===== src/rtl/rip_common.sv =====
// rtl/rip_common.sv - shared types and constants for the memory arbiter
package rip_common;

  localparam int NUM_REQ = 2;

  // Requester identifier: 0 = core load/store, 1 = auxiliary/loader
  typedef logic req_id_t;

  // Transfer accepted last cycle whose response is due this cycle
  typedef struct packed {
    logic    valid;
    req_id_t owner;
    logic    is_read;
  } inflight_t;

endpackage


===== src/rtl/rip_mem_arb_grant.sv =====
// rtl/rip_mem_arb_grant.sv - two-way grant selection, one-hot output, stateless
module rip_mem_arb_grant
  import rip_common::*;
(
  input  logic [NUM_REQ-1:0] valid_i,
  input  req_id_t            ptr_i,
  output logic [NUM_REQ-1:0] grant_o
);

  // On a tie the pointer names the winner; a lone requester always wins
  always_comb begin
    grant_o = '0;
    if (valid_i[0] && valid_i[1]) begin
      grant_o = ptr_i ? 2'b10 : 2'b01;
    end else if (valid_i[0]) begin
      grant_o = 2'b01;
    end else if (valid_i[1]) begin
      grant_o = 2'b10;
    end
  end

endmodule


===== src/rtl/rip_memory_arbiter.sv =====
// rtl/rip_memory_arbiter.sv - shares one memory port between two requesters; RIP_MEM_ARB_RR_EN selects round-robin
module rip_memory_arbiter
  import rip_common::*;
#(
  parameter int DATA_WIDTH = 32,
  parameter int ADDR_WIDTH = 32
) (
  input  logic                  clk,
  input  logic                  rstn,
  input  logic                  req_valid_0,
  output logic                  req_ready_0,
  input  logic [3:0]            req_we_0,
  input  logic [ADDR_WIDTH-1:0] req_addr_0,
  input  logic [DATA_WIDTH-1:0] req_wdata_0,
  output logic                  resp_valid_0,
  output logic [DATA_WIDTH-1:0] resp_rdata_0,
  input  logic                  req_valid_1,
  output logic                  req_ready_1,
  input  logic [3:0]            req_we_1,
  input  logic [ADDR_WIDTH-1:0] req_addr_1,
  input  logic [DATA_WIDTH-1:0] req_wdata_1,
  output logic                  resp_valid_1,
  output logic [DATA_WIDTH-1:0] resp_rdata_1,
  output logic [3:0]            mem_we,
  output logic                  mem_re,
  output logic [ADDR_WIDTH-1:0] mem_addr,
  output logic [DATA_WIDTH-1:0] mem_din,
  input  logic [DATA_WIDTH-1:0] mem_dout,
  input  logic                  mem_busy
);

  logic [NUM_REQ-1:0] valid_gated;
  logic [NUM_REQ-1:0] grant;
  req_id_t            ptr;
  inflight_t          inflight_q, inflight_d;

  // Reset and a busy memory both hide every request from the grant logic
  assign valid_gated = {req_valid_1, req_valid_0} & {NUM_REQ{rstn & ~mem_busy}};

`ifdef RIP_MEM_ARB_RR_EN
  req_id_t ptr_q, ptr_d;

  // Round-robin pointer register; favours requester 0 out of reset
  always_ff @(posedge clk or negedge rstn) begin
    if (!rstn) ptr_q <= 1'b0;
    else       ptr_q <= ptr_d;
  end

  // The requester just granted loses the next tie; no accept leaves it alone
  always_comb begin
    ptr_d = ptr_q;
    if (grant[0])      ptr_d = 1'b1;
    else if (grant[1]) ptr_d = 1'b0;
  end

  assign ptr = ptr_q;
`else
  assign ptr = 1'b0;
`endif

  rip_mem_arb_grant u_grant (
    .valid_i (valid_gated),
    .ptr_i   (ptr),
    .grant_o (grant)
  );

  assign req_ready_0 = grant[0];
  assign req_ready_1 = grant[1];

  // Forward the granted request straight to memory; idle bus is all zeros
  always_comb begin
    mem_we   = '0;
    mem_re   = 1'b0;
    mem_addr = '0;
    mem_din  = '0;
    if (grant[0]) begin
      mem_we   = req_we_0;
      mem_re   = (req_we_0 == 4'b0000);
      mem_addr = req_addr_0;
      mem_din  = req_wdata_0;
    end else if (grant[1]) begin
      mem_we   = req_we_1;
      mem_re   = (req_we_1 == 4'b0000);
      mem_addr = req_addr_1;
      mem_din  = req_wdata_1;
    end
  end

  // Capture the accepted transfer; valid drops once its response has gone out
  always_comb begin
    inflight_d       = inflight_q;
    inflight_d.valid = 1'b0;
    if (|grant) begin
      inflight_d.valid   = 1'b1;
      inflight_d.owner   = grant[1];
      inflight_d.is_read = grant[1] ? (req_we_1 == 4'b0000) : (req_we_0 == 4'b0000);
    end
  end

  // In-flight record; reset discards any transfer still owed a response
  always_ff @(posedge clk or negedge rstn) begin
    if (!rstn) inflight_q <= '0;
    else       inflight_q <= inflight_d;
  end

  // Response one cycle after accept; read data only for the owner's reads
  always_comb begin
    resp_valid_0 = rstn & inflight_q.valid & (inflight_q.owner == 1'b0);
    resp_valid_1 = rstn & inflight_q.valid & (inflight_q.owner == 1'b1);
    resp_rdata_0 = (resp_valid_0 && inflight_q.is_read) ? mem_dout : '0;
    resp_rdata_1 = (resp_valid_1 && inflight_q.is_read) ? mem_dout : '0;
  end

endmodule


===== config.mk =====
export PLATFORM = sky130hd
export DESIGN_NAME = rip_memory_arbiter
export DESIGN_NICKNAME = d
export VERILOG_FILES = /design/src/rtl/rip_common.sv /design/src/rtl/rip_mem_arb_grant.sv /design/src/rtl/rip_memory_arbiter.sv
export SDC_FILE = /design/constraint.sdc
export NUM_CORES = 1
export LEC_CHECK = 0
export CAP_MARGIN = 40
export CORE_AREA = 2 2 122 124
export CTS_CLUSTER_SIZE = 16
export DETAILED_ROUTE_END_ITERATION = 12
export DIE_AREA = 0 0 124 126
export SLEW_MARGIN = 20
export SYNTH_ARGS = -nofsm -noshare
export SYNTH_HDL_FRONTEND = slang
export SYNTH_SLANG_ARGS = --single-unit

===== constraint.sdc =====
create_clock -name clk -period 1 [get_ports clk]
set_input_delay 0.1 -clock clk [delete_from_list [all_inputs] [get_ports clk]]
set_output_delay 0.1 -clock clk [all_outputs]
set_load 0.02 [all_outputs]

==> results of run 1 <==
[through the flow]
step	hold WS [ps]	instances	setup slack (ps)	TNS, ps	utilization, %
2_1_floorplan	-196	177	-127	-7320	-
3_3_place_gp	350	663	-1220	-154540	34.6
3_5_place_dp	368	663	-1270	-161030	34.6
4_1_cts	147	722	-598	-63770	44.6
5_1_grt	180	717	-650	-62550	43.4
6_report	134	717	-592	-56540	43.4
[worst max-delay path: cells and delay by family, from the launching register on]
kind | cells | cell delay, ps
DFF | 1 | 380
buffers and inverters | 4 | 520
and+or+nand+nor | 2 | 360
[power groups by stage]
stage,Sequential (mW),Clock (mW),Combinational (mW)
after global routing,0.142,0.653,1.98
after CTS,0.140,0.648,1.94
after global placement,0.143,0,1.48
final,0.141,0.639,1.88
after floorplan,0.143,0,0.431
after detailed placement,0.144,0,1.49
[area by class of cell]
class | count | area (um2)
Antenna cell | 1 | 2.50
Clock buffer | 4 | 78.8
Fill cell | 1359 | 8100
Inverter | 1 | 3.75
Multi-Input combinational cell | 148 | 1510
Sequential cell | 3 | 75.1
Tap cell | 184 | 230
Timing Repair Buffer | 376 | 4310
[kinds of logic (layout without fill, tap and decap cells)]
logic type | after synthesis | count (layout) | synth area share, %
buf+inv | 26 | 381 | 10.7
compound gates | 71 | 71 | 46.8
other cells | 0 | 1 | 0
flops | 3 | 3 | 5.70
simple gates | 77 | 77 | 36.8
[Yosys cell counts, drive strengths merged (2+ instances only)]
library cell and number:
dfrtp 3, clkbuf 8, nor4 2, a22o 69, and3 33, nor2 4, nand2b 2, buf 17
and2 32
[worst max-delay path by stage]
| stage | from | end | slack, ps | cells past startpoint |
|---|---|---|---|---|
| detailed placement | rstn | mem_din[6] | -1270 | 5 |
| CTS | inflight_q[1]$_DFFE_PN0P_ | resp_rdata_0[13] | -600 | 6 |
| floorplan | inflight_q[2]$_DFF_PN0_ | resp_rdata_0[10] | -130 | 4 |
| global placement | rstn | mem_din[6] | -1220 | 5 |
| finish | inflight_q[1]$_DFFE_PN0P_ | resp_rdata_0[13] | -590 | 6 |
| global route | inflight_q[1]$_DFFE_PN0P_ | resp_rdata_0[13] | -650 | 6 |
[per-layer routing]
metal	wire length [um]	global-route usage, %
met1	4900	17.5
met2	7730	34.5
met3	1450	4.03
met4	75	2.84
met5	0	0
[repair_timing]
item | in CTS | in global routing
hold endpoints to repair | 3 | 0
resized for setup | 881 | 36
hold buffers | 1 | 0
buffers inserted | 34 | 11
pin swaps | 36 | 40
setup endpoints to repair | 139 | 139
cloned | 20 | 0
==> results.md, run 1 <==
- The area fraction of the dominant cell type after synthesis is roughly 46%.
- The x dimension of the die is approximately 120 um.
- The kind of capture point of the worst setup path is an output port.
- The clock passes through at most 2 buffers.
- The maximum frequency from static timing analysis is 628 MHz.
- The launch instance of the worst register-to-register path is inflight_q[1]$_DFFE_PN0P_.
- The number of clock sinks seen by CTS is 3.
- The global-route usage over all layers is between 15 and 20%.
- The data required time at the worst endpoint is 900 ps.
- The clock network is responsible for between 20% and 30% of the overall power.
- Walking the worst path, the cells encountered are buf_6, nor3b_4, buf_12, buf_12, and2_2, buf_6.
- After clock tree synthesis, the clock-pin slew on the worst setup and hold paths is ~30 ps.
- At the pin with the least slew margin, the transition time is between 400 and 500 ps.
- The leakage power of the design is ~2.7 nW.
- In the synthesized netlist the dominant register cell turns out to be dfrtp_1.
- The clock tree from TritonCTS is yes.
- For this run, the detailed router's first-pass iteration total came to 5.
- The initial antenna violation count was 1.
- The beginning of the worst hold path is req_valid_0.
- The most common cell after layout, fill and taps aside is clkdlybuf4s50_1.
- The tree is rooted in a clkbuf_16.
- The relative max-transition margin is 72.6%.
- In this run the worst hold path is classified as in -> reg.
- The count of routing violations after the opening detailed-route iteration is ~80.
- Setup repair after global routing could not meet its margin everywhere.
- Across all setup checks in the final design, the least slack found is -592 ps.
- In this run the tool buffered the top-level ports with 309 buffer cells.
- The synthesized design contains 3 register bits.
- The flow ran to the end, but the final reports show violations.
- The routed length per placed instance is 19.7 um.
- For this run, the post-layout net count is around 710.
- The area added between synthesis and finish is 372%.
- The net switching component of the power is about 780 uW.
- The first global-routing pass estimated roughly 20,000 um of wire.
- In the layout the commonest cells are clkdlybuf4s50_1, buf_6, a22o_1.
- The final instance area is a little over 6000 um2.
- The initial utilization of the core area, before any placement, comes to 9.20%.
- Of the total power, the share spent switching nets is between 20 and 30%.
- The placer's final routability congestion estimate is slightly above 0.8.
- The remaining global-route overflow is 0.
- The area of the core is 14,300 um2.
- The proportion of layout cells with a drive suffix above 1 is a little under three fifths.
- The maximum clock skew at final layout is 0 ps.
- The register with the highest flop count is inflight_q.
- The final max-slew violation count is 0.
- Row generation in the floorplan step produced 44 rows.
- Data arrives at the worst endpoint at between 1000 and 1500 ps.
- The sort of element at the start of the critical path is a flip-flop.
- The slowest stage of the critical path is the dfrtp_1 cell.
- The reg-to-reg endpoint is inflight_q[1]$_DFFE_PN0P_.
- The final layout contains routed wiring with a total length of about 14,000 um.
- The end of the worst hold path is inflight_q[2]$_DFF_PN0_.
- Counting flops with a built-in enable in the synthesized netlist gives 0.
- In the routed layout, each cell is associated on average with a via count of between 4 and 5.
- The final routed DRC violation total is 0.
- In this run, flip-flops and latches consume 5.3% of the power.
- Combinational logic is responsible for 70.7% of the overall power.
- The count of unique library cells instantiated by Yosys is 18.
- The via count of the first global-routing pass is roughly 3,500.
- The part of the cycle the worst path needs is 159%.
- The flip-flop count of the largest register after layout is 3.
- The hold violation count in the final report is 0.
- CTS built an H-tree with a depth of 1.
- The chip height is about 130 um.
- The maximum fanout along the worst path is 16.
- The tool flagged a number of max-cap violations equal to 0.
- By area the synthesized netlist is led by a22o_1, and3_1, and2_1, dfrtp_1, buf_2.
- The wire-length estimate of the detail-placed layout is 9470 um.
- A synthesized cell averages 7.44 um2.
- After layout, the design draws a total of about 2.7 mW.
- Counting flops with an async set or reset pin after synthesis yields a share of 100%.
- Summing every instance area after synthesis gives roughly 1300 um2.
- The detail route stage leaves a number of antenna-violating nets equal to 0.
- Setup violations remaining at the end of the flow were counted as ~140.
- For this run, the register share of the synthesized area comes to 5.70%.
- The detailed-route via count is about 3,000.
- The final reports fail on setup timing.
- Clock latency on the worst-skew pair, taken at its later pin, is between 200 and 250 ps.
- The number of cells on the worst reg-to-reg path is 7.
- The type of the worst setup path is reg -> out.
- Counting instances, the worst hold path has a depth of 3.
- The cell count after synthesis is between 150 and 200.
- The largest registers in the layout are inflight_q (3).
- During synthesis, Yosys emitted a total of 0 warnings.
- The power per standard cell area is between 400 and 500 nW/um2.
- The largest stage delay on the critical path is around 380 ps.
- The internal power of the cells is about 1.9 mW.
- The cell area after placement is roughly 5000 um2.
- Entering global routing, the biggest net connects 34 pins.
- The peak ir drop on the vdd network is around 0.37 mV.
- TritonCTS created 3 clock buffers.
- The die footprint is 15,600 um2.
- When the netlist entered floorplanning its net count stood at between 300 and 400.
- The flop-to-flop setup slack is -290 ps.
- The post-synthesis cell type with the largest combined area is a22o_1.
- The top-level port count is 310.
- The final critical delay including setup and external delays is 1590 ps.
Note: power is estimated with default switching activity, not from simulation.
==> run 2, diff against run 1 <==
--- a/config.mk
+++ b/config.mk
@@ -6,10 +6,10 @@
 export NUM_CORES = 1
 export LEC_CHECK = 0
 export CAP_MARGIN = 40
-export CORE_AREA = 2 2 122 124
+export CORE_AREA = 2 2 119 121
 export CTS_CLUSTER_SIZE = 16
 export DETAILED_ROUTE_END_ITERATION = 12
-export DIE_AREA = 0 0 124 126
+export DIE_AREA = 0 0 121 123
 export SLEW_MARGIN = 20
 export SYNTH_ARGS = -nofsm -noshare
 export SYNTH_HDL_FRONTEND = slang
==> constraint.sdc (replaced) <==
create_clock -name clk -period 1.95 [get_ports clk]
set_input_delay 0.195 -clock clk [delete_from_list [all_inputs] [get_ports clk]]
set_output_delay 0.195 -clock clk [all_outputs]
set_load 0.02 [all_outputs]
==> results.md, run 2 (synthesis gave the netlist of run 1 again) <==
- The data required time at the worst endpoint is 1750 ps (was 900 ps).
- The worst setup timing slack at the placement stage came to -407 ps (was -1270 ps).
- The count of routing violations after the opening detailed-route iteration is 30 (was 79).
- The cell area after placement is 4700 um2 (was 4960 um2).
- The reg-to-reg endpoint is inflight_q[0]$_DFFE_PN0P_ (was inflight_q[1]$_DFFE_PN0P_).
- The register with the highest flop count is inflight_q (unchanged).
- The number of clock sinks seen by CTS is 3 (unchanged).
- The number of nets in the layout is 656 (was 706).
- Top library cells by usage in the layout, fill and taps aside: clkdlybuf4s50_1, a22o_1, dlygate4sd2_1 (was clkdlybuf4s50_1, buf_6, a22o_1).
- The depth of the CTS H-tree came to 1 (unchanged).
- The transition time of the tightest slew-check pin is 278 ps (was 407 ps).
- The number of antenna diodes is 0 (was 1).
- The sort of element at the start of the critical path was an input port (was flip-flop).
- The number of detailed-routing iterations run before antenna repair was 4 (was 5).
- Largest registers: inflight_q (3) (unchanged).
- The placer's final routability congestion estimate came to 0.698 (was 0.806).
- The die footprint is 14,900 um2 (was 15,600 um2).
- The top-level port count is 310 (unchanged).
- The global-route wire length before repair is 14,700 um (was 20,100 um).
- The setup-violating endpoint count in the final report is 0 (was 139).
- The initial antenna violation count is 0 (was 1).
- The maximum clock path buffer count is 2 (unchanged).
- The flop-to-flop setup slack came to 1100 ps (was -290 ps).
- The area of the core was 13,600 um2 (was 14,300 um2).
- The detailed-route via count came to 2,740 (was 3,076).
- The routed length per placed instance was 15.7 um (was 19.7 um).
- The total setup buffers inserted after CTS is 0 (was 34).
- The detailed-route wire length came to 10,400 um (was 14,100 um).
- The x dimension of the die came to 121 um (was 124 um).
- The proportion of layout cells with a drive suffix above 1 was 15.6% (was 56.6%).
- The total number of placement rows is 43 (was 44).
- The max-capacitance violation count is 0 (unchanged).
- The internal power of the cells is 785 uW (was 1.88 mW).
- The remaining antenna violation count after routing came to 0 (unchanged).
- The switching share of power is 28.2% (was 29.3%).
- The flip-flop count of the largest register after layout came to 3 (unchanged).
- The area added between synthesis and finish is 252% (was 372%).
- The per-cell via count in the routed design is 4.14 (was 4.29).
- The final cell count without fillers is 662 (was 717).
- The via count of the first global-routing pass is 2,717 (was 3,466).
- The library cell used as clock root buffer was clkbuf_16 (unchanged).
- The clock tree from TritonCTS is yes (unchanged).
- The hold violation count in the final report is 0 (unchanged).
- The worst min-delay path category is in -> async (was in -> reg).
- Unrepaired setup endpoints after global routing: yes (unchanged).
- The pin count of the biggest net entering global routing is 34 (unchanged).
- The launch instance of the worst register-to-register path is inflight_q[0]$_DFFE_PN0P_ (was inflight_q[1]$_DFFE_PN0P_).
- The final max-slew violation count is 0 (unchanged).
- The hold buffer count at cts came to 0 (was 1).
- The effective utilization at floorplan is 9.67% (was 9.20%).
- The timing startpoint of the critical path was mem_busy (was inflight_q[1]$_DFFE_PN0P_).
- The post-layout total power is 1.09 mW (was 2.66 mW).
- The maximum clock skew at final layout was 0 ps (unchanged).
- The chip height came to 123 um (was 126 um).
- The peak ir drop on the vdd network is 0.156 mV (was 0.368 mV).
- The final hold slack is 117 ps (was 134 ps).
- The global-route usage over all layers was 12.7% (was 17.0%).
- The detailed placer's ending HPWL is 8510 um (was 9470 um).
- The clock transition at the register clock pins on the worst setup and hold paths after CTS is 30 ps (about the same).
- The leakage power of the design was 2.31 nW (was 2.75 nW).
- The kind of capture point of the worst setup path is an output port (unchanged).
- The type of the worst setup path is in -> out (was reg -> out).
- The maximum fanout along the worst path is 26 (was 16).
- The remaining global-route overflow is 0 (unchanged).
- The final instance area is 4630 um2 (was 6210 um2).
- The power per standard cell area is 236 nW/um2 (was 428 nW/um2).
- The total clock buffers created by CTS came to 3 (unchanged).
- The proportion of power drawn by the clock network came to 29.7% (was 24.0%).
- After layout, the minimum clock period comes to ~1900 ps.
- The worst path arrival time is 1740 ps (was 1490 ps).
- The termination of the worst setup path is mem_din[18] (was resp_rdata_0[13]).
- The worst path uses 99.0% of the clock period.
- The maximum frequency from static timing analysis is 518 MHz.
- The worst setup slack after layout was 18.8 ps (was -592 ps).
- The relative max-transition margin is 81.3% (was 72.6%).
- The number of placed instances with taps included came to 656 (was 663).
- The number of cells on the worst reg-to-reg path is 3 (was 7).
- Status: complete, no violations (was finished with violations).
- The post-route core utilization is 34.0% (was 43.4%).
- The fraction of power consumed by sequential logic is 6.7% (was 5.3%).
- The number of port buffers is 309 (unchanged).
- The most common cell after layout, fill and taps aside is clkdlybuf4s50_1 (unchanged).
- The clock insertion delay at the later pin of the skew report was 220 ps (about the same).
- The net switching component of the power is 309 uW (was 780 uW).
- The final routed DRC violation total is 0 (unchanged).
- The total negative slack is 0 ps (was -56,540 ps).
- The part of the total power dissipated in combinational logic is 63.6% (was 70.7%).
run 2: timing repair:
action	CTS	global route
pin swaps	2	0
resized for setup	216	51
setup endpoints to repair	136	57
gates cloned	2	0
hold endpoints to repair	0	0
run 2: layer usage:
metal / GRT usage [%] / part of all wire (%)
met1: 14.0 / 36
met2: 22.5 / 49
met3: 4.94 / 13
met4: 4.00 / 1.7
met5: 0 / 0
run 2: final cells by class:
cell class	count	area, um2
Inverter	1	3.75
Timing Repair Buffer	326	3150
Tap cell	180	225
Fill cell	1427	8980
Clock buffer	4	78.8
Sequential cell	3	75.1
Multi-Input combinational cell	148	1100
run 2: how the worst min path moves through the flow:
stage	from	endpoint	slack, ps	cells past startpoint
global placement	inflight_q[1]$_DFFE_PN0P_	inflight_q[1]$_DFFE_PN0P_	560	2
finish	rstn	inflight_q[1]$_DFFE_PN0P_	120	2
detailed placement	inflight_q[1]$_DFFE_PN0P_	inflight_q[1]$_DFFE_PN0P_	560	2
floorplan	rstn	inflight_q[0]$_DFFE_PN0P_	-100	0
global route	rstn	inflight_q[1]$_DFFE_PN0P_	140	2
CTS	rstn	inflight_q[1]$_DFFE_PN0P_	110	2
run 2: worst max-delay path: stages:
cell	delay, ps
clkdlybuf4s50_1	420
and4bb_4	440
buf_12	200
a22o_1	160
clkdlybuf4s15_1	300
run 2: power by group through the flow:
stage          registers, mW  clock network (mW)  logic [mW]
2_1_floorplan         0.0732                   0       0.195
3_3_place_gp          0.0736                   0       0.723
3_5_place_dp          0.0738                   0       0.727
4_1_cts               0.0730               0.330       0.714
5_1_grt               0.0743               0.342       0.742
6_report              0.0731               0.325       0.697
